`config.mk`:
```
export PLATFORM = sky130hd
export DESIGN_NAME = chargen_bram_port_a_ctrl_flat
export DESIGN_NICKNAME = d
export VERILOG_FILES = /design/src/rtl/chargen_bram_port_a_ctrl_if.sv /design/src/rtl/chargen_bram_port_a_ctrl.sv /design/src/flat_wrapper.sv
export SDC_FILE = /design/constraint.sdc
export NUM_CORES = 1
export LEC_CHECK = 0
export CORE_MARGIN = 4
export CORE_UTILIZATION = 32
export CTS_CLUSTER_DIAMETER = 80
export DETAILED_ROUTE_END_ITERATION = 10
export HOLD_SLACK_MARGIN = 0.06
export PLACE_DENSITY_LB_ADDON = 0.25
export SKIP_LAST_GASP = 1
export SYNTH_ARGS = -nofsm -noshare
export SYNTH_HDL_FRONTEND = slang
export SYNTH_SLANG_ARGS = --single-unit
export TNS_END_PERCENT = 10
```
`constraint.sdc`:
```
create_clock -name clk_i -period 4.25 [get_ports clk_i]
set_input_delay 0.425 -clock clk_i [delete_from_list [all_inputs] [get_ports clk_i]]
set_output_delay 0.425 -clock clk_i [all_outputs]
set_load 0.01 [all_outputs]
```
`src/rtl/chargen_bram_port_a_ctrl_if.sv`:
```
// APB slave bundle for the chargen BRAM port-A controller.
// Signal names keep the slave-side direction affixes of the block's port list.
interface chargen_bram_port_a_ctrl_if #(
  parameter int APB_ADDR_WIDTH = 32,
  parameter int DATA_WIDTH     = 32,
  parameter int NUM_COLS       = 4
);
  logic                      psel_i;
  logic                      penable_i;
  logic                      pwrite_i;
  logic [APB_ADDR_WIDTH-1:0] paddr_i;
  logic [DATA_WIDTH-1:0]     pwdata_i;
  logic [NUM_COLS-1:0]       pstrb_i;
  logic                      pready_o;
  logic [DATA_WIDTH-1:0]     prdata_o;
  logic                      pslverr_o;

  modport master (
    output psel_i, penable_i, pwrite_i, paddr_i, pwdata_i, pstrb_i,
    input  pready_o, prdata_o, pslverr_o
  );

  modport slave (
    input  psel_i, penable_i, pwrite_i, paddr_i, pwdata_i, pstrb_i,
    output pready_o, prdata_o, pslverr_o
  );
endinterface

```
`src/rtl/chargen_bram_port_a_ctrl.sv`:
```
// Arbitrates chargen BRAM port A between APB CPU access and a whole-memory fill engine.
// Fill wins over APB; a fill request arriving during a read wait state is held until IDLE.
module chargen_bram_port_a_ctrl #(
  parameter  int COL_WIDTH      = 8,
  parameter  int NUM_COLS       = 4,
  parameter  int ADDR_WIDTH     = 4,
  parameter  int APB_ADDR_WIDTH = 32,
  localparam int DATA_WIDTH     = NUM_COLS * COL_WIDTH
) (
  input  logic                              clk_i,
  input  logic                              arst_ni,
  chargen_bram_port_a_ctrl_if.slave         apb,
  input  logic                              clear_start_i,
  input  logic [DATA_WIDTH-1:0]             clear_data_i,
  output logic                              clear_busy_o,
  output logic                              clear_done_o,
  output logic [ADDR_WIDTH-1:0]             bram_addr_o,
  output logic [NUM_COLS-1:0]               bram_we_o,
  output logic [DATA_WIDTH-1:0]             bram_din_o,
  input  logic [DATA_WIDTH-1:0]             bram_dout_i
);

  localparam int OFFS = $clog2(NUM_COLS);

  typedef enum logic [1:0] {IDLE, RD_DATA, CLEAR} state_t;

  state_t                  state_q, state_d;
  logic [ADDR_WIDTH-1:0]   cnt_q, cnt_d;
  logic [DATA_WIDTH-1:0]   fill_q, fill_d;
  logic                    pend_q, pend_d;
  logic                    done_q, done_d;

  logic [APB_ADDR_WIDTH-1:0] word_addr;
  logic [ADDR_WIDTH-1:0]     word_idx;
  logic                      out_of_range;
  logic                      apb_access;

  assign word_addr    = apb.paddr_i >> OFFS;
  assign word_idx     = word_addr[ADDR_WIDTH-1:0];
  assign out_of_range = (word_addr >> ADDR_WIDTH) != '0;
  assign apb_access   = apb.psel_i & apb.penable_i;

  always_ff @(posedge clk_i or negedge arst_ni) begin
    if (!arst_ni) begin
      state_q <= IDLE;
      cnt_q   <= '0;
      pend_q  <= 1'b0;
      done_q  <= 1'b0;
    end else begin
      state_q <= state_d;
      cnt_q   <= cnt_d;
      pend_q  <= pend_d;
      done_q  <= done_d;
    end
  end

  // Fill value is pure data; it is only meaningful while a fill is pending or running.
  always_ff @(posedge clk_i) begin
    fill_q <= fill_d;
  end

  always_comb begin
    state_d       = state_q;
    cnt_d         = cnt_q;
    fill_d        = fill_q;
    pend_d        = pend_q;
    done_d        = 1'b0;
    apb.pready_o  = 1'b0;
    apb.pslverr_o = 1'b0;
    apb.prdata_o  = '0;
    bram_addr_o   = '0;
    bram_we_o     = '0;
    bram_din_o    = '0;

    case (state_q)
      IDLE: begin
        if (clear_start_i || pend_q) begin
          state_d = CLEAR;
          cnt_d   = '0;
          pend_d  = 1'b0;
          if (!pend_q) fill_d = clear_data_i;
        end else if (apb_access) begin
          if (out_of_range) begin
            apb.pready_o  = 1'b1;
            apb.pslverr_o = 1'b1;
          end else if (apb.pwrite_i) begin
            bram_addr_o  = word_idx;
            bram_we_o    = apb.pstrb_i;
            bram_din_o   = apb.pwdata_i;
            apb.pready_o = 1'b1;
          end else begin
            bram_addr_o = word_idx;
            state_d     = RD_DATA;
          end
        end
      end
      RD_DATA: begin
        apb.pready_o = 1'b1;
        apb.prdata_o = bram_dout_i;
        state_d      = IDLE;
        if (clear_start_i && !pend_q) begin
          pend_d = 1'b1;
          fill_d = clear_data_i;
        end
      end
      CLEAR: begin
        bram_addr_o = cnt_q;
        bram_we_o   = '1;
        bram_din_o  = fill_q;
        cnt_d       = cnt_q + 1'b1;
        if (&cnt_q) begin
          state_d = IDLE;
          cnt_d   = '0;
          done_d  = 1'b1;
        end
      end
      default: state_d = IDLE;
    endcase

    // Reset must silence the combinational port-A drive in the very cycle it asserts.
    if (!arst_ni) begin
      apb.pready_o  = 1'b0;
      apb.pslverr_o = 1'b0;
      apb.prdata_o  = '0;
      bram_addr_o   = '0;
      bram_we_o     = '0;
      bram_din_o    = '0;
    end
  end

  assign clear_busy_o = (state_q == CLEAR);
  assign clear_done_o = done_q;

endmodule

```
`src/flat_wrapper.sv`:
```
// flat-port wrapper written by rule: the top's interface ports become plain ports
module chargen_bram_port_a_ctrl_flat 
#(
  parameter  int COL_WIDTH      = 8,
  parameter  int NUM_COLS       = 4,
  parameter  int ADDR_WIDTH     = 4,
  parameter  int APB_ADDR_WIDTH = 32,
  localparam int DATA_WIDTH     = NUM_COLS * COL_WIDTH
)
  (clk_i, arst_ni, clear_start_i, clear_data_i, clear_busy_o, clear_done_o, bram_addr_o, bram_we_o, bram_din_o, bram_dout_i, apb_psel_i, apb_penable_i, apb_pwrite_i, apb_paddr_i, apb_pwdata_i, apb_pstrb_i, apb_pready_o, apb_prdata_o, apb_pslverr_o);
  chargen_bram_port_a_ctrl_if #(.APB_ADDR_WIDTH(APB_ADDR_WIDTH), .DATA_WIDTH(32), .NUM_COLS(NUM_COLS)) apb_i ();
  input  logic clk_i;
  input  logic arst_ni;
  input  logic clear_start_i;
  input  logic [DATA_WIDTH-1:0] clear_data_i;
  output logic clear_busy_o;
  output logic clear_done_o;
  output logic [ADDR_WIDTH-1:0] bram_addr_o;
  output logic [NUM_COLS-1:0] bram_we_o;
  output logic [DATA_WIDTH-1:0] bram_din_o;
  input  logic [DATA_WIDTH-1:0] bram_dout_i;
  input wire logic [$bits(apb_i.psel_i)-1:0] apb_psel_i;
  input wire logic [$bits(apb_i.penable_i)-1:0] apb_penable_i;
  input wire logic [$bits(apb_i.pwrite_i)-1:0] apb_pwrite_i;
  input wire logic [$bits(apb_i.paddr_i)-1:0] apb_paddr_i;
  input wire logic [$bits(apb_i.pwdata_i)-1:0] apb_pwdata_i;
  input wire logic [$bits(apb_i.pstrb_i)-1:0] apb_pstrb_i;
  output wire logic [$bits(apb_i.pready_o)-1:0] apb_pready_o;
  output wire logic [$bits(apb_i.prdata_o)-1:0] apb_prdata_o;
  output wire logic [$bits(apb_i.pslverr_o)-1:0] apb_pslverr_o;
  assign apb_i.psel_i = apb_psel_i;
  assign apb_i.penable_i = apb_penable_i;
  assign apb_i.pwrite_i = apb_pwrite_i;
  assign apb_i.paddr_i = apb_paddr_i;
  assign apb_i.pwdata_i = apb_pwdata_i;
  assign apb_i.pstrb_i = apb_pstrb_i;
  assign apb_pready_o = apb_i.pready_o;
  assign apb_prdata_o = apb_i.prdata_o;
  assign apb_pslverr_o = apb_i.pslverr_o;
  chargen_bram_port_a_ctrl #(.COL_WIDTH(COL_WIDTH), .NUM_COLS(NUM_COLS), .ADDR_WIDTH(ADDR_WIDTH), .APB_ADDR_WIDTH(APB_ADDR_WIDTH)) u_core (.clk_i(clk_i), .arst_ni(arst_ni), .apb(apb_i), .clear_start_i(clear_start_i), .clear_data_i(clear_data_i), .clear_busy_o(clear_busy_o), .clear_done_o(clear_done_o), .bram_addr_o(bram_addr_o), .bram_we_o(bram_we_o), .bram_din_o(bram_din_o), .bram_dout_i(bram_dout_i));
endmodule
```
==> out/metrics.cfg, run 1 <==
[synthesis]
postSynthCellCount = 252
yosysTopAreaCell = edfxtp_1
synth-edff-count = 32
yosysSeqAreaShare = 0.471
synth_top_area_share = 0.390
yosys-top-cells-area = edfxtp_1 (39%), o21ai_2 (10%), and2_1 (8.9%)
syn_area_um2 = 2460
ys_ff_latch = 40
synth_cell_type_count = 36
synthFlopType = edfxtp_1
synthArstFlopShare = 0.200
ys_warn_count = 0
synth_nets = 391
syn_area_per_cell_um2 = 9.78

[timing]
final-hold-violation-count = 0
slew_viol_final = 0
setup_violations = 0
skew_ns = 0.00440
final.setup.tns_ns = 0
rsz0062_at_grt = no
worst-slew-pin-transition_ns = 0.862
period_needed_ns = 3.48
max_freq_ghz = 0.287
relSlewSlack = 0.425
finalCritPeriodShare = 0.820

[outcome]
status = completed

[critical_path]
start_kind = input port
crit_chain = clkdlybuf4s50_1 > nor3_2 > and4b_1 > nand3_4 > o21ai_0 > clkdlybuf4s50_1
required_ns = 3.83
crit_arrival_ns = 3.06
critPathBufInv = 2
max_stage_delay_ns = 0.58
critPathTopFamily = simple AND/OR/NAND/NOR gates
crit_top_cell = clkdlybuf4s50_1
crit_path_top_delay_cell = clkdlybuf4s50_1
critPathKind = in2out
endpoint_kind = output port
crit_fanout = 33

[final_layout]
drive_gt1_frac = 0.116
multi_input_area_um2 = 1170
seq_area_um2 = 1160
nNetsFinal = 596
area_growth_pct = 92.6
diodes = 0
fill_cells = 623
layout_common_cells = clkdlybuf4s50_1 (211), nand2_1 (41), nand3_1 (36)
layout_commonest_cell = clkdlybuf4s50_1

[global_routing]
grt_antenna_before_repair = 0
gr-usage-met1 = 0.230
grt-busiest-layer = met2
met3_usage = 0.0516
grtUsageMet2 = 0.360
grtUsageTotal = 0.196
grt_pass1_wl_um = 13800
grt_max_degree = 34
gr-total-overflow = 0
grt_pass1_vias = 2739

[placement]
hpwl_um = 7500
port-buffer-count = 211
place.gp.congestion = 0.812

[floorplanning]
die_y_um = 95.7
initial_core_util = 0.334
rows = 31
die_width_um = 95.7
core_um2 = 7370
io_pins = 214
dieArea_um2 = 9170

[hold_path]
min_path_type = in2async

[clock_tree]
htreeDepth = 2
post_cts_resized = 0
ctsHoldBuffers = 0
clkSinkCount = 40
post_cts_buffers = 0
clockBufferDepth = 2
insertion_delay_ns = 0.28
clk_pin_slew_ns = 0.07
root_buffer = clkbuf_8
cts_tree = done
cts-buffers-inserted = 5

[flow_run]
maxCapViolations = 0

[power_and_ir_drop]
power_density_nw_per_um2 = 267
ir_drop_v = 0.000187
p_leak_nw = 1.70
power_mw = 1.27

[route]
post_drt_via_cell_ratio = 4.78
dr.pass1.iters = 4
final_antenna_net_count = 0
drc = 0
drt_iter0_drc = 72
wl_per_cell_um = 16.6
totalWireLength_um = 9230
routed-via-count = 2661

## logic make-up after synthesis
logic type                 synth area share
muxes                               0.00406
adders and majority gates           0.00508
AOI/OAI and AO/OA                     0.151
buffers and inverters                0.0543
DFF                                   0.471
and+or+nand+nor                       0.314
## cell type report
class,count,area share
clock buffers,5,0.0145
clock inverters,3,0.00791
inverters,1,0.000791
multi-input cells,191,0.247
flip-flops and latches,40,0.245
well taps,99,0.0261
repair buffers,218,0.459
## per-layer routing
metal,vias to the layer above,part of all wire
met2,98,0.54
met3,6,0.075
met4,0,0.0053
met1,1236,0.38
li1,1321,-
met5,-,0
## worst reg2reg max path: stages (launching register included)
cell	delay [ns]
dfrtp_1	0.47
nor3_2	0.14
and4b_1	0.51
nand3_4	0.52
nor2_1	0.23
## through the flow
step | instance area [µm²] | setup WS [ns] | util | hold slack, ns | cells
after floorplan | 2460 | 0.942 | - | 0.129 | 252
after global placement | 4640 | 0.752 | 0.630 | 0.527 | 549
after detailed placement | 4640 | 0.756 | 0.630 | 0.532 | 549
after CTS | 4750 | 0.725 | 0.644 | 0.386 | 557
after global routing | 4750 | 0.520 | 0.644 | 0.414 | 557
final | 4750 | 0.766 | 0.644 | 0.393 | 557
## cell usage after synthesis, types with 2 or more instances
cell      count
buf_2         2
buf_4         2
nor2_1        4
nand3_1      36
buf_6         6
and2_1       35
nor4_1        3
and3_1        4
o21ai_0       9
clkbuf_1     10
edfxtp_1     32
o21ai_1       5
o21ai_2      29
nand4_1       4
nand2_1      41
nor4_2        3
dfrtp_1       8
## where the power goes
| group | leakage, nW | internal [mW] | switching (mW) |
|---|---|---|---|
| clock network | 0.0532 | 0.171 | 0.127 |
| registers | 0.386 | 0.472 | 0.0376 |
| logic | 1.26 | 0.278 | 0.181 |
| total | 1.70 | 0.921 | 0.346 |
## state kept, by name, indices dropped and copies added (netlist names)
signal               cells
u_core.fill_q           32
u_core.cnt_q             4
u_core.state_q           2
u_core.clear_done_o      1
u_core.pend_q            1
## final timing paths
path,start,to,slack (ns),cells past startpoint
max,clear_start_i,bram_din_o[0],0.77,6
min,arst_ni,u_core.cnt_q[3],0.39,1
max reg2reg,u_core.state_q[1],u_core.state_q[0],2.31,4
min reg2reg,u_core.cnt_q[0],u_core.cnt_q[0],0.55,1
max in group asynchronous,arst_ni,u_core.state_q[1],3.46,2
min in group clk_i,u_core.cnt_q[0],u_core.cnt_q[0],0.55,1
Power figures use the tool's default switching activity.
==> inputs of run 2 (changes only) <==
- CORE_UTILIZATION: 32 -> 29
- clock period: 4.25 -> 3.2 ns (I/O delays scaled with it)
==> run 2 against run 1 <==
Final cell count increased by 2.0%. Cell area increased by 0.71%. Clock power increased by 10%.
==> out/metrics.cfg, run 2 (synthesis results as in run 1) <==
[outcome]
status = completed  ; unchanged

[floorplanning]
die_y_um = 100  ; was 95.7 µm
io_pins = 214  ; unchanged
rows = 33  ; was 31
initial_core_util = 0.298  ; was 0.334
dieArea_um2 = 10000  ; was 9170 µm²
die_width_um = 100  ; was 95.7 µm
core_um2 = 8260  ; was 7370 µm²

[power_and_ir_drop]
ir_drop_v = 0.000208  ; was 0.000187 V
power_density_nw_per_um2 = 341  ; was 267 nW/µm²
p_leak_nw = 1.72  ; was 1.70 nW

[critical_path]
crit_top_cell = clkdlybuf4s50_1  ; unchanged
crit_chain = clkdlybuf4s50_1 > nor4_1 > and3_1 > nand2_1 > o21ai_0 > clkdlybuf4s50_1  ; was clkdlybuf4s50_1 > nor3_2 > and4b_1 > nand3_4 > o21ai_0 > clkdlybuf4s50_1
critPathTopFamily = buffers and inverters  ; was simple AND/OR/NAND/NOR gates
max_stage_delay_ns = 0.61  ; was 0.58 ns
start_kind = input port  ; unchanged
required_ns = 2.88  ; was 3.83 ns
endpoint_kind = output port  ; unchanged
critPathKind = in2out  ; unchanged
crit_fanout = 9  ; was 33
crit_path_top_delay_cell = clkdlybuf4s50_1  ; unchanged
crit_arrival_ns = 2.53  ; was 3.06 ns
critPathBufInv = 2  ; unchanged

[placement]
port-buffer-count = 211  ; unchanged
place.gp.congestion = 0.848  ; was 0.812
pre_cts_ws_ns = 0.315  ; was 0.756 ns
hpwl_um = 7840  ; was 7500 µm

[final_layout]
layout_commonest_cell = clkdlybuf4s50_1  ; unchanged
regMostFlops = u_core.fill_q  ; unchanged
fin_util = 0.579  ; was 0.644
layout_common_cells = clkdlybuf4s50_1 (211), nand2_1 (41), nand3_1 (36)  ; unchanged
multi_input_area_um2 = 1180  ; was 1170 µm²
drive_gt1_frac = 0.125  ; was 0.116
largest_reg_flops = 32  ; unchanged
area_growth_pct = 94.0  ; was 92.6%
reg.largest.list = u_core.fill_q (32), u_core.cnt_q (4), u_core.state_q (2)  ; unchanged
seq_area_um2 = 1160  ; unchanged
diodes = 0  ; unchanged
nNetsFinal = 601  ; was 596
fill_cells = 729  ; was 623

[timing]
setup_violations = 0  ; unchanged
worst_slack_ns = 0.352  ; was 0.766 ns
finalCritPeriodShare = 0.890
final-hold-violation-count = 0  ; unchanged
rsz0062_at_grt = no  ; unchanged
worst-slew-pin-transition_ns = 0.396  ; was 0.862 ns
slew_viol_final = 0  ; unchanged
skew_ns = 0.00846  ; was 0.00440 ns
max_freq_ghz = 0.351
final.setup.tns_ns = 0  ; unchanged
period_needed_ns = 2.85
relSlewSlack = 0.736  ; was 0.425

[route]
post_drt_via_cell_ratio = 4.80  ; was 4.78
drt_iter0_drc = 72  ; unchanged
dr.pass1.iters = 4  ; unchanged
final_antenna_net_count = 0  ; unchanged
routed-via-count = 2728  ; was 2,661
wl_per_cell_um = 17.0  ; was 16.6 µm
drc = 0  ; unchanged
totalWireLength_um = 9680  ; was 9230 µm

[global_routing]
grt_pass1_vias = 2762  ; was 2,739
grt_antenna_before_repair = 0  ; unchanged
met3_usage = 0.0764  ; was 0.0516
gr-usage-met1 = 0.200  ; was 0.230
grtUsageTotal = 0.183  ; was 0.196
gr-total-overflow = 0  ; unchanged
grt_max_degree = 39  ; was 34
grt_pass1_wl_um = 14300  ; was 13,800 µm
grt-busiest-layer = met2  ; unchanged
grtUsageMet2 = 0.334  ; was 0.360

[hold_path]
min_path_type = in2async  ; unchanged

[clock_tree]
clkSinkCount = 40  ; unchanged
cts_tree = done  ; unchanged
insertion_delay_ns = 0.29  ; was 0.28 ns
ctsHoldBuffers = 0  ; unchanged
root_buffer = clkbuf_8  ; unchanged
post_cts_buffers = 0  ; unchanged
post_cts_resized = 0  ; unchanged
cts-buffers-inserted = 5  ; unchanged
clockBufferDepth = 2  ; unchanged
htreeDepth = 2  ; unchanged
clk_pin_slew_ns = 0.08  ; was 0.07 ns

[flow_run]
maxCapViolations = 0  ; unchanged

-- run 2: cell count changes in the layout (fill, tap and decap cells not counted), sizes merged --
cell,previous run,this run
buf,7,12
bufinv,1,0
clkbuf,5,6
clkinv,2,1
clkinvlp,0,1
-- run 2: path summary, 6_finish.rpt --
path                                    from           endpoint  slack, ns  depth (start not counted)
max reg2reg                u_core.state_q[0]  u_core.state_q[0]       1.60                          5
min in group clk_i           u_core.cnt_q[1]    u_core.cnt_q[1]       0.55                          1
min reg2reg                  u_core.cnt_q[1]    u_core.cnt_q[1]       0.55                          1
max                          apb_paddr_i[18]     bram_addr_o[3]       0.35                          6
min                                  arst_ni    u_core.cnt_q[3]       0.36                          2
max in group asynchronous            arst_ni    u_core.cnt_q[1]       2.68                          2
-- run 2: routing by layer --
| metal | vias to the layer above | wire, µm |
|---|---|---|
| met5 | - | 0 |
| met4 | 0 | 71 |
| met3 | 6 | 1190 |
| met2 | 149 | 4850 |
| met1 | 1248 | 3570 |
| li1 | 1325 | - |
-- run 2: through the flow --
stage	area (µm²)	cells	power (mW)	hold WS (ns)
after floorplan	2470	252	0.937	0.0244
after detailed placement	4700	560	1.32	0.547
after CTS	4780	568	1.65	0.356
after global placement	4700	560	1.29	0.528
final	4780	568	1.63	0.362
after global routing	4780	568	1.73	0.369
-- run 2: area by class of cell --
cell class | instances | area share
flip-flops and latches | 40 | 0.243
inverters | 1 | 0.000785
multi-input cells | 191 | 0.248
clock inverters | 2 | 0.00236
well taps | 105 | 0.0275
clock buffers | 6 | 0.0152
repair buffers | 223 | 0.463
-- run 2: worst reg2reg max path, cell delays in order (launching register included) --
cell and delay [ns]:
dfrtp_1 0.58, and4b_1 0.28, buf_4 0.17, nand3_4 0.09, buf_12 0.23, nor2_1 0.11
-- run 2: power by group --
group / internal (mW) / switching, mW / total (mW)
clock: 0.151 / 0.177 / 0.328
combinational: 0.369 / 0.247 / 0.616
sequential: 0.627 / 0.0573 / 0.684
==> inputs of run 3 (changes only) <==
- CELL_PAD_IN_SITES_DETAIL_PLACEMENT: unset -> 1
- CELL_PAD_IN_SITES_GLOBAL_PLACEMENT: unset -> 2
- CORE_UTILIZATION: 29 -> 15
==> run 3 against run 2 <==
Die area is 85% higher. Via count is 0.11% lower. Critical path type unchanged. Combinational power is 2% higher. Critical endpoint is now bram_we_o[3]. Cell area is 4.0% higher. Clock skew is 0.0047 ns lower.
==> out/metrics.cfg, run 3 (synthesis results as in run 1) <==
[global_routing]
grt_max_degree = 39  ; unchanged
grtUsageTotal = 0.119  ; was 0.183
grt_pass1_wl_um = 17100  ; was 14,300 µm
grt_antenna_before_repair = 0  ; unchanged
gr-total-overflow = 0  ; unchanged
grt_pass1_vias = 2982  ; was 2,762

[final_layout]
finalNonFillerCells = 677  ; was 568
reg.largest.list = u_core.fill_q (32), u_core.cnt_q (4), u_core.state_q (2)  ; unchanged
layout_commonest_cell = clkdlybuf4s50_1  ; unchanged
nNetsFinal = 599  ; was 601
diodes = 0  ; unchanged
largest_reg_flops = 32  ; unchanged
layout_common_cells = clkdlybuf4s50_1 (211), nand2_1 (41), nand3_1 (36)  ; unchanged
design_area_um2 = 4970  ; was 4780 µm²
fin_util = 0.311  ; was 0.579
regMostFlops = u_core.fill_q  ; unchanged
drive_gt1_frac = 0.124  ; was 0.125
area_growth_pct = 102  ; was 94.0%
fill_cells = 1852  ; was 729

[placement]
placed_cells = 669  ; was 560
hpwl_um = 8910  ; was 7840 µm
pre_cts_ws_ns = 0.337  ; was 0.315 ns
port-buffer-count = 211  ; unchanged
place.gp.congestion = 0.712  ; was 0.848
dpl_cell_area_um2 = 4830  ; was 4700 µm²

[route]
drt_iter0_drc = 69  ; was 72
drc = 0  ; unchanged
wl_per_cell_um = 16.9  ; was 17.0 µm
final_antenna_net_count = 0  ; unchanged
post_drt_via_cell_ratio = 4.03  ; was 4.80
routed-via-count = 2725  ; was 2,728
totalWireLength_um = 11400  ; was 9680 µm
dr.pass1.iters = 4  ; unchanged

[floorplanning]
die_y_um = 136  ; was 100 µm
die_width_um = 136  ; was 100 µm
dieArea_um2 = 18500  ; was 10,000 µm²
initial_core_util = 0.154  ; was 0.298
core_um2 = 16000  ; was 8260 µm²
io_pins = 214  ; unchanged
rows = 46  ; was 33

[power_and_ir_drop]
power_density_nw_per_um2 = 363  ; was 341 nW/µm²
combPwrFrac = 0.348  ; was 0.378
p_int_mw = 1.28  ; was 1.15 mW
power_mw = 1.80  ; was 1.63 mW
pwr-share-clk = 0.275  ; was 0.201
swShare = 0.291  ; was 0.295
p_leak_nw = 1.75  ; was 1.72 nW
switching_power_mw = 0.524  ; was 0.481 mW
ir_drop_v = 0.000200  ; was 0.000208 V
seqPwrFrac = 0.377  ; was 0.420

[hold_path]
min_path_type = in2async  ; unchanged

[timing]
period_needed_ns = 2.81  ; was 2.85 ns
relSlewSlack = 0.673  ; was 0.736
max_freq_ghz = 0.356  ; was 0.351 GHz
setup_violations = 0  ; unchanged
skew_ns = 0.00380  ; was 0.00846 ns
worst-slew-pin-transition_ns = 0.490  ; was 0.396 ns
worst_slack_ns = 0.394  ; was 0.352 ns
final-hold-violation-count = 0  ; unchanged
final.setup.tns_ns = 0  ; unchanged
finalCritPeriodShare = 0.877  ; was 0.890
rsz0062_at_grt = no  ; unchanged
whs_ns = 0.383  ; was 0.362 ns
slew_viol_final = 0  ; unchanged

[critical_path]
endpoint_kind = output port  ; unchanged
crit_arrival_ns = 2.49  ; was 2.53 ns
start_kind = input port  ; unchanged
r2r_end = u_core.state_q[0]  ; unchanged
crit_fanout = 8  ; was 9
required_ns = 2.88  ; about the same
r2r_cells = 5  ; unchanged
critPathKind = in2out  ; unchanged
r2r_slack_ns = 1.69  ; was 1.60 ns
r2r-start = u_core.state_q[1]  ; was u_core.state_q[0]

[clock_tree]
post_cts_buffers = 0  ; unchanged
root_buffer = clkbuf_16  ; was clkbuf_8
clockBufferDepth = 2  ; unchanged
cts-buffers-inserted = 5  ; unchanged
htreeDepth = 2  ; unchanged
clk_pin_slew_ns = 0.06  ; was 0.08 ns
post_cts_resized = 0  ; unchanged
cts_tree = done  ; unchanged
insertion_delay_ns = 0.28  ; was 0.29 ns
clkSinkCount = 40  ; unchanged
ctsHoldBuffers = 0  ; unchanged

[flow_run]
maxCapViolations = 0  ; unchanged

[outcome]
status = completed  ; unchanged

==> run 3: cell count changes in the layout (fill, tap and decap cells not counted), sizes merged <==
| cell | delta |
|---|---|
| clkbuf | -1 |
| buf | -2 |
| clkinv | +2 |
| clkinvlp | -1 |
==> run 3: power groups by stage <==
stage               clock network, mW  registers, mW  logic (mW)
floorplan                           0          0.678       0.259
global placement                    0          0.687       0.633
detailed placement                  0          0.692       0.642
CTS                             0.527          0.681       0.645
global route                    0.542          0.693       0.693
finish                          0.496          0.680       0.628
==> run 3: worst max-delay path: stages <==
cell	delay (ns)
clkdlybuf4s50_1	0.46
nor3_2	0.22
and4b_1	0.37
buf_4	0.21
nand4_1	0.12
o21ai_1	0.18
clkdlybuf4s50_1	0.61
==> run 3: worst max path at each step <==
stage,from,to,slack [ns]
floorplan,u_core.state_q[1],u_core.fill_q[0],1.03
global placement,clear_start_i,bram_addr_o[3],0.41
detailed placement,clear_start_i,bram_we_o[3],0.34
CTS,clear_start_i,bram_we_o[3],0.32
global route,clear_start_i,bram_we_o[3],0.23
finish,clear_start_i,bram_we_o[3],0.39
==> run 3: layer usage <==
| metal | global-route usage | wire, µm | up-vias | share of wire |
|---|---|---|---|---|
| met3 | 0.0415 | 1080 | 7 | 0.095 |
| met1 | 0.132 | 4340 | 1273 | 0.38 |
| met4 | 0.0207 | 102 | 0 | 0.0089 |
| li1 | - | - | 1321 | - |
| met2 | 0.222 | 5900 | 124 | 0.52 |
| met5 | 0 | 0 | - | 0 |
==> run 3: layout make-up <==
cell class | instances | area, µm² | area share
multi-input cells | 191 | 1180 | 0.238
repair buffers | 221 | 2210 | 0.445
inverters | 1 | 3.75 | 0.000755
well taps | 216 | 270 | 0.0544
clock inverters | 3 | 13.8 | 0.00277
clock buffers | 5 | 125 | 0.0252
flip-flops and latches | 40 | 1160 | 0.234
